==> src/rtl/clk_div_pkg.sv <==
// Shared types and defaults for the divided fabric-clock generator.
// Latency: n/a (types and constants only).
// Backpressure: n/a.
package clk_div_pkg;

  // Configuration handshake states
  typedef enum logic [1:0] {
    C_IDLE    = 2'd0,  // waiting for a request
    C_PEND    = 2'd1,  // request latched, waiting for a safe boundary
    C_WAITLOW = 2'd2   // applied and acked, waiting for cfg_req to drop
  } cfg_state_t;

  localparam int DIV_W_DEF   = 4;  // half-period counter width
  localparam int DIV_RST_DEF = 3;  // half period of 4 CLK cycles, i.e. CLK/8

endpackage

==> src/rtl/clk_div_core.sv <==
// Counter/toggle engine: fclk toggles every div_cur+1 CLK cycles, parks low on demand.
// Latency: fclk and its rise/fall strobes change on the same edge, one register stage.
// Backpressure: none; park holds cnt and fclk at 0 with no strobes.
//
// Ports:
//   CLK, reset_n      clock and asynchronous active-low reset
//   park              hold fclk low and the counter at 0
//   div_cur           current half-period count minus 1
//   fclk              divided clock (registered)
//   fclk_rise/_fall   one-cycle strobes in the cycle fclk becomes 1 / 0
//   bound_f           this edge makes fclk fall (safe point for ratio/stop changes)
module clk_div_core #(
  parameter int DIV_W = 4
) (
  input  logic             CLK,
  input  logic             reset_n,
  input  logic             park,
  input  logic [DIV_W-1:0] div_cur,
  output logic             fclk,
  output logic             fclk_rise,
  output logic             fclk_fall,
  output logic             bound_f
);

  logic [DIV_W-1:0] cnt;
  logic             tc;

  // Terminal count only matters while running; a parked core never toggles.
  assign tc      = !park && (cnt == div_cur);
  assign bound_f = tc && fclk;

  always_ff @(posedge CLK or negedge reset_n) begin
    if (!reset_n) begin
      cnt       <= '0;
      fclk      <= 1'b0;
      fclk_rise <= 1'b0;
      fclk_fall <= 1'b0;
    end else if (park) begin
      cnt       <= '0;
      fclk      <= 1'b0;
      fclk_rise <= 1'b0;
      fclk_fall <= 1'b0;
    end else if (tc) begin
      cnt       <= '0;
      fclk      <= ~fclk;
      fclk_rise <= ~fclk;
      fclk_fall <= fclk;
    end else begin
      cnt       <= cnt + {{(DIV_W-1){1'b0}}, 1'b1};
      fclk_rise <= 1'b0;
      fclk_fall <= 1'b0;
    end
  end

endmodule

==> src/rtl/clk_div_ctrl.sv <==
// Programmable, stoppable fabric-clock generator with req/ack ratio reconfiguration.
// Latency: a new ratio or a stop lands at the next fclk falling edge (<= 2*(div_cur+1) cycles).
// Backpressure: cfg_req is held until the cfg_ack pulse; busy flags a pending request.
//
// Ports:
//   CLK, reset_n          clock and asynchronous active-low reset
//   cfg_req, cfg_div      level request and new half-period count minus 1
//   cfg_ack               one-cycle pulse when the new ratio takes effect
//   stop_req              level: 1 parks fclk low, 0 lets it run
//   fclk, fclk_rise/_fall divided clock and its edge strobes
//   stopped, busy         fclk parked / config request pending
module clk_div_ctrl
  import clk_div_pkg::*;
#(
  parameter int DIV_W   = DIV_W_DEF,
  parameter int DIV_RST = DIV_RST_DEF
) (
  input  logic             CLK,
  input  logic             reset_n,
  input  logic             cfg_req,
  input  logic [DIV_W-1:0] cfg_div,
  output logic             cfg_ack,
  input  logic             stop_req,
  output logic             fclk,
  output logic             fclk_rise,
  output logic             fclk_fall,
  output logic             stopped,
  output logic             busy
);

  cfg_state_t       state_q, state_d;
  logic [DIV_W-1:0] div_cur;
  logic [DIV_W-1:0] div_nxt;
  logic             bound_f;
  logic             latch_div;
  logic             apply;

  clk_div_core #(.DIV_W(DIV_W)) u_core (
    .CLK       (CLK),
    .reset_n   (reset_n),
    .park      (stopped),
    .div_cur   (div_cur),
    .fclk      (fclk),
    .fclk_rise (fclk_rise),
    .fclk_fall (fclk_fall),
    .bound_f   (bound_f)
  );

  // A ratio may only change where the counter restarts anyway: at the falling
  // edge (cnt==div_cur, so cnt<=0 follows) or while parked (cnt held at 0).
  // That keeps cnt<=div_cur and avoids any runt high phase.
  always_comb begin
    state_d   = state_q;
    latch_div = 1'b0;
    apply     = 1'b0;
    case (state_q)
      C_IDLE: begin
        if (cfg_req) begin
          latch_div = 1'b1;
          state_d   = C_PEND;
        end
      end
      C_PEND: begin
        if (bound_f || stopped) begin
          apply   = 1'b1;
          state_d = C_WAITLOW;
        end
      end
      C_WAITLOW: begin
        // Requester must drop cfg_req before a new request is accepted
        if (!cfg_req) begin
          state_d = C_IDLE;
        end
      end
      default: state_d = C_IDLE;
    endcase
  end

  always_ff @(posedge CLK or negedge reset_n) begin
    if (!reset_n) begin
      state_q <= C_IDLE;
      div_nxt <= DIV_W'(DIV_RST);
      div_cur <= DIV_W'(DIV_RST);
      cfg_ack <= 1'b0;
    end else begin
      state_q <= state_d;
      cfg_ack <= apply;
      if (latch_div) begin
        div_nxt <= cfg_div;
      end
      if (apply) begin
        div_cur <= div_nxt;
      end
    end
  end

  // Stop is only honoured at the falling edge so the final high phase is full
  // length; dropping stop_req earlier simply cancels it. Release is immediate.
  always_ff @(posedge CLK or negedge reset_n) begin
    if (!reset_n) begin
      stopped <= 1'b0;
    end else if (stopped) begin
      stopped <= stop_req;
    end else if (bound_f && stop_req) begin
      stopped <= 1'b1;
    end
  end

  assign busy = (state_q == C_PEND);

endmodule

==> config.mk <==
export PLATFORM = sky130hd
export DESIGN_NAME = clk_div_ctrl
export DESIGN_NICKNAME = d
export VERILOG_FILES = /design/src/rtl/clk_div_pkg.sv /design/src/rtl/clk_div_core.sv /design/src/rtl/clk_div_ctrl.sv
export SDC_FILE = /design/constraint.sdc
export NUM_CORES = 1
export LEC_CHECK = 0
export CAP_MARGIN = 20
export CORE_UTILIZATION = 30
export DETAILED_ROUTE_END_ITERATION = 8
export HOLD_SLACK_MARGIN = 0.15
export PLACE_DENSITY_LB_ADDON = 0.3
export SLEW_MARGIN = 20
export SYNTH_ARGS = -nofsm -noshare
export SYNTH_HDL_FRONTEND = slang
export SYNTH_HIERARCHICAL = 1
export SYNTH_SLANG_ARGS = --single-unit
==> constraint.sdc <==
create_clock -name CLK -period 3.7 [get_ports CLK]
set_clock_uncertainty 0.1 [all_clocks]
set_input_delay 0.925 -clock CLK [delete_from_list [all_inputs] [get_ports CLK]]
set_output_delay 0.925 -clock CLK [all_outputs]
set_load 0.005 [all_outputs]
**Yosys cells after proc, flatten, opt, wreduce, memory -nomap -nowiden**

Cells that the tools add are included.
W data, S select, Z words.

- Register bits: 19
- Input port bits: 8
- Output and inout port bits: 6
- Logic and storage cells: 43

- $add $sub $neg: 1
- Equality and inequality tests: 6
- Muxes and demuxes: 18
- Bitwise operators: 1
- Reduce and logical (&&, ||, !) cells: 8

Operators with widths:

| operator | count |
|---|---|
| $mux W1 | 12 |
| $mux W4 | 2 |
| $mux W2 | 3 |
| $pmux W2 S3 | 1 |
| $add A4 B1 Y4 const B | 1 |
| $eq A4 B4 Y1 | 1 |
| $ne A2 B2 Y1 const B | 2 |
| $logic_and A1 B1 Y1 | 3 |
| $reduce_and A3 Y1 | 1 |
| $eq A2 B1 Y1 const B | 1 |
| $eq A2 B2 Y1 const B | 1 |
| $logic_not A2 Y1 | 1 |
| $ne A2 B1 Y1 const B | 1 |
| $reduce_bool A2 Y1 | 1 |
| $logic_not A1 Y1 | 1 |
| $logic_or A1 B1 Y1 | 1 |
| $not A1 Y1 | 1 |

**Depth between registers and ports, before layout**

- Word-level depth: 6
- Gate-level depth with buffers: 7
- Gate-level depth less buffers: 6

**Modules after synthesis**

Netlist, hierarchy kept.

By module, submodules not included:

| module | instances | cells an instance | area an instance (sq um) | sequential area each (sq um) |
|---|---|---|---|---|
| clk_div_ctrl | 1 | 30 | 476.7 | 305.3 |
| clk_div_core | 1 | 26 | 341.6 | 175.2 |

**Least setup slack after synthesis**

No wires, ideal clock.

- Path kind: register -> register
- Start: register div_cur[1]
- End: register div_cur[2]
- Setup time: 0.127 ns
- Arrival time: 1.841 ns
- Required time: 3.473 ns
- Slack: 1.631 ns
- Stages on the path, launching flop included: 8
- Buffers on the path: 1
- Clock period less this slack: 2.069 ns
- Cells stage by stage: dfstp_2 > xor2_1 > nor4_4 > and3b_2 > nor2_1 > nor2b_4 > buf_6 > mux2_1

- Cells in the longest elaborated chain, start to end: 6

Ends and longest elaborated chain:

| item | RTL line | source |
|---|---|---|
| start, declared | clk_div_ctrl.sv:32 | `logic [DIV_W-1:0] div_cur;` |
| start signal, assigned | clk_div_ctrl.sv:83 | `div_cur <= DIV_W'(DIV_RST);` |
| start signal, assigned | clk_div_ctrl.sv:92 | `div_cur <= div_nxt;` |
| $eq A4 B4 Y1 | clk_div_core.sv:29 | `assign tc = !park && (cnt == div_cur);` |
| $logic_and A1 B1 Y1 | clk_div_core.sv:29 |  |
| $logic_and A1 B1 Y1 | clk_div_core.sv:30 | `assign bound_f = tc && fclk;` |
| net bound_f | clk_div_ctrl.sv:34 | `logic bound_f;` |
| $logic_or A1 B1 Y1 | clk_div_ctrl.sv:64 | `if (bound_f \|\| stopped) begin` |
| $mux W1 | clk_div_ctrl.sv:64 |  |
| $mux W1 | clk_div_ctrl.sv:56 | `case (state_q)` |
| net apply | clk_div_ctrl.sv:36 | `logic apply;` |

The timed path passes the listed nets, and every way through them passes these cells.
A chain may end at the register's enable or synchronous reset.

**Worst setup path in the final report**

- Start: register state_q[0]
- End: output port busy

- Cells in the longest elaborated chain, start to end: 1

Ends and longest elaborated chain:

| item | RTL line | source |
|---|---|---|
| start, declared | clk_div_ctrl.sv:31 | `cfg_state_t state_q, state_d;` |
| start signal, assigned | clk_div_ctrl.sv:86 | `state_q <= state_d;` |
| $eq A2 B1 Y1 | clk_div_ctrl.sv:109 | `assign busy = (state_q == C_PEND);` |
| end, declared | clk_div_ctrl.sv:28 | `output logic busy` |

Every way passes these cells.

==> qor.txt <==
Clk sinks: 19
Relative slew slack: 45.3%
Most frequent cells in the layout: dfrtp_1 (15), clkdlybuf4s50_1 (13), xor2_1 (5)
Least-Margin Pin Slew: 0.818 ns
Drt via density: 4.62
Post-CTS repair timing setup buffer count: 0
# IOs: 14
Starting Density: 32.4%
Crit-path cells: nor2b_2, clkdlybuf4s50_1
Syn nets: 65
Gr ovfl total: 0
Post_cts resized: 0
Root Buffer: clkbuf_4
Post-layout min period: 2.42 ns
CP max FO: 4
Syn avg cell area: 14.6 µm²
H-Tree Level Count: 1
Register share of total power: 47.9%
Worst path slowest cell: clkdlybuf4s50_1
Worst-Skew Late Latency: 0.28 ns
Core Box Area: 2520 µm²
Most common cell after layout, fill and taps aside: dfrtp_1
Syn. warnings: 6
Max Fclk: 0.413 GHz
Status: completed
Max Slew Vio Count: 0
Cell count after placement: 98
Worst path arrival time: 1.40 ns
Kind of critical path: register to primary output
WL final: 1190 µm
DRC: 0
Largest delay share family, worst path: buffers and inverters
RePlAce Congestion: 0.646
CTS tree: built
Max stage delay on crit path: 0.50 ns
Total die area: 2940 µm²
Synthesized area: 818 µm²
HP Class: register to register
Sequential area share after synthesis: 58.7%
P_leak: 0.432 nW
Fraction of layout cells with a size suffix above 1: 27.8%
Sum of negative setup slack: 0 ns
Die Ht: 54.2 µm
DRT iter0 DRCs: 2
# diodes: 0
CP Launch Type: register
Worst path required time: 2.67 ns
Die X: 54.2 µm
Largest net degree at the start of global routing: 20
Final HPWL DP: 895 µm
First-pass GRT wire length: 2140 µm
Fin crit share: 65.5%
Via count of the routed design: 471
Max-cap viol count: 0
FF+latch count, synth: 19
Max VDD drop: 0.000356 V
Final setup viols: 0
Gate power share: 40.3%
Crit. End Element: primary output
Fin nets: 82
Syn Inst Count: 56
Hold_ws: 0.404 ns
WP buf/inv: 1
Sw power: 0.268 mW
Initial antenna violation count: 0
Fill cells: 264
Clk buf depth: 2
Power share of the clock group: 11.8%
Num rows: 18
Layout Area Growth over Synthesis: 22.5%
Internal power: 0.564 mW
Vias in the first global route: 455
Power per cell area: 831 nW/µm²
Cts bufs inserted: 3
Switch share: 32.2%
RSZ-0062 raised after global routing: no
CTS Hold Bufs: 0
I/O Buffers: 13
Post-Layout Cell Count: 102
Antenna viol nets, final: 0
Avg WL per Cell: 11.6 µm
Clk pin slew, worst setup/hold paths: 0.10 ns
Unique masters post-synth: 23
Drt pass-1 iters: 4
Tot GR Track Use: 10.7%
Hold violation count in the final report: 0
==> cells in the mapped netlist <==
cell type / number / area, µm²
mux2_2: 4 / 45.0
nor2b_4: 1 / 13.8
and2_2: 1 / 7.51
o21bai_1: 1 / 7.51
ha_1: 1 / 12.5
mux2_4: 1 / 15.0
nor3_1: 3 / 15.0
mux2_1: 4 / 45.0
nor2b_1: 2 / 12.5
xor2_1: 5 / 43.8
nand3_1: 1 / 5.00
dfrtp_1: 15 / 375
and3b_2: 2 / 20.0
nor2b_2: 1 / 8.76
nor2_1: 3 / 11.3
buf_6: 1 / 11.3
nor3b_1: 1 / 7.51
nor4_4: 1 / 21.3
mux2i_1: 1 / 10.0
xnor2_1: 1 / 8.76
nand2_1: 1 / 3.75
nor3b_2: 1 / 12.5
dfstp_2: 4 / 105
==> state kept, by name, indices dropped and copies added (netlist names) <==
signal / cells
div_cur: 4
div_nxt: 4
u_core/cnt: 4
state_q: 2
cfg_ack: 1
stopped: 1
u_core/fclk: 1
u_core/fclk_fall: 1
u_core/fclk_rise: 1
==> cell families (layout without fill, tap and decap cells) <==
group / Yosys count / after routing / synth area share, %
AND/OR/NAND/NOR: 18 / 18 / 17.0
AO/OA/AOI/OAI: 1 / 1 / 0.918
flip-flops: 19 / 19 / 58.7
XOR/XNOR: 6 / 6 / 6.42
buffers and inverters: 1 / 17 / 1.38
multiplexers: 10 / 10 / 14.1
adder cells (fa/ha/maj): 1 / 1 / 1.53
==> final timing paths <==
path                             from       endpoint  slack, ns  depth (start not counted)
max                        state_q[0]           busy       1.28                          2
min                        div_nxt[2]     div_cur[2]       0.40                          1
max reg2reg                div_cur[1]     div_cur[3]       1.50                          6
min reg2reg                div_nxt[2]     div_cur[2]       0.40                          1
max in group asynchronous     reset_n        cfg_ack       2.00                          1
min in group asynchronous     reset_n  u_core/cnt[3]       1.00                          1
==> power by group through the flow <==
| stage | Combinational (mW) | Sequential, mW | Clock [mW] |
|---|---|---|---|
| after floorplan | 0.256 | 0.387 | 0 |
| after global placement | 0.333 | 0.402 | 0 |
| after detailed placement | 0.340 | 0.405 | 0 |
| after CTS | 0.341 | 0.401 | 0.104 |
| after global routing | 0.377 | 0.416 | 0.112 |
| final | 0.335 | 0.399 | 0.0981 |
==> cell type report <==
class | instances | area [µm²] | area share (%)
Sequential cell | 19 | 480 | 47.9
Multi-Input combinational cell | 36 | 327 | 32.6
Timing Repair Buffer | 13 | 130 | 13.0
Tap cell | 30 | 37.5 | 3.75
Clock buffer | 3 | 22.5 | 2.25
Clock inverter | 1 | 5.00 | 0.499
==> per-stage QoR <==
step	instance area [µm²]	total power, mW	utilization [%]	setup slack, ns
3_5_place_dp	975	0.745	38.6	1.36
4_1_cts	1000	0.847	39.7	1.25
3_3_place_gp	975	0.736	38.6	1.36
5_1_grt	1000	0.905	39.7	1.19
6_report	1000	0.832	39.7	1.28
2_1_floorplan	818	0.643	-	1.63
==> metal layers <==
metal  GRT usage [%]  wire (µm)  vias to the layer above
li1                -          -                      225
met1            12.3        514                      230
met2            17.3        583                       14
met3            4.17         61                        2
met4            5.13         27                        0
met5               0          0                        -
Note: power is estimated with default switching activity, not from simulation.
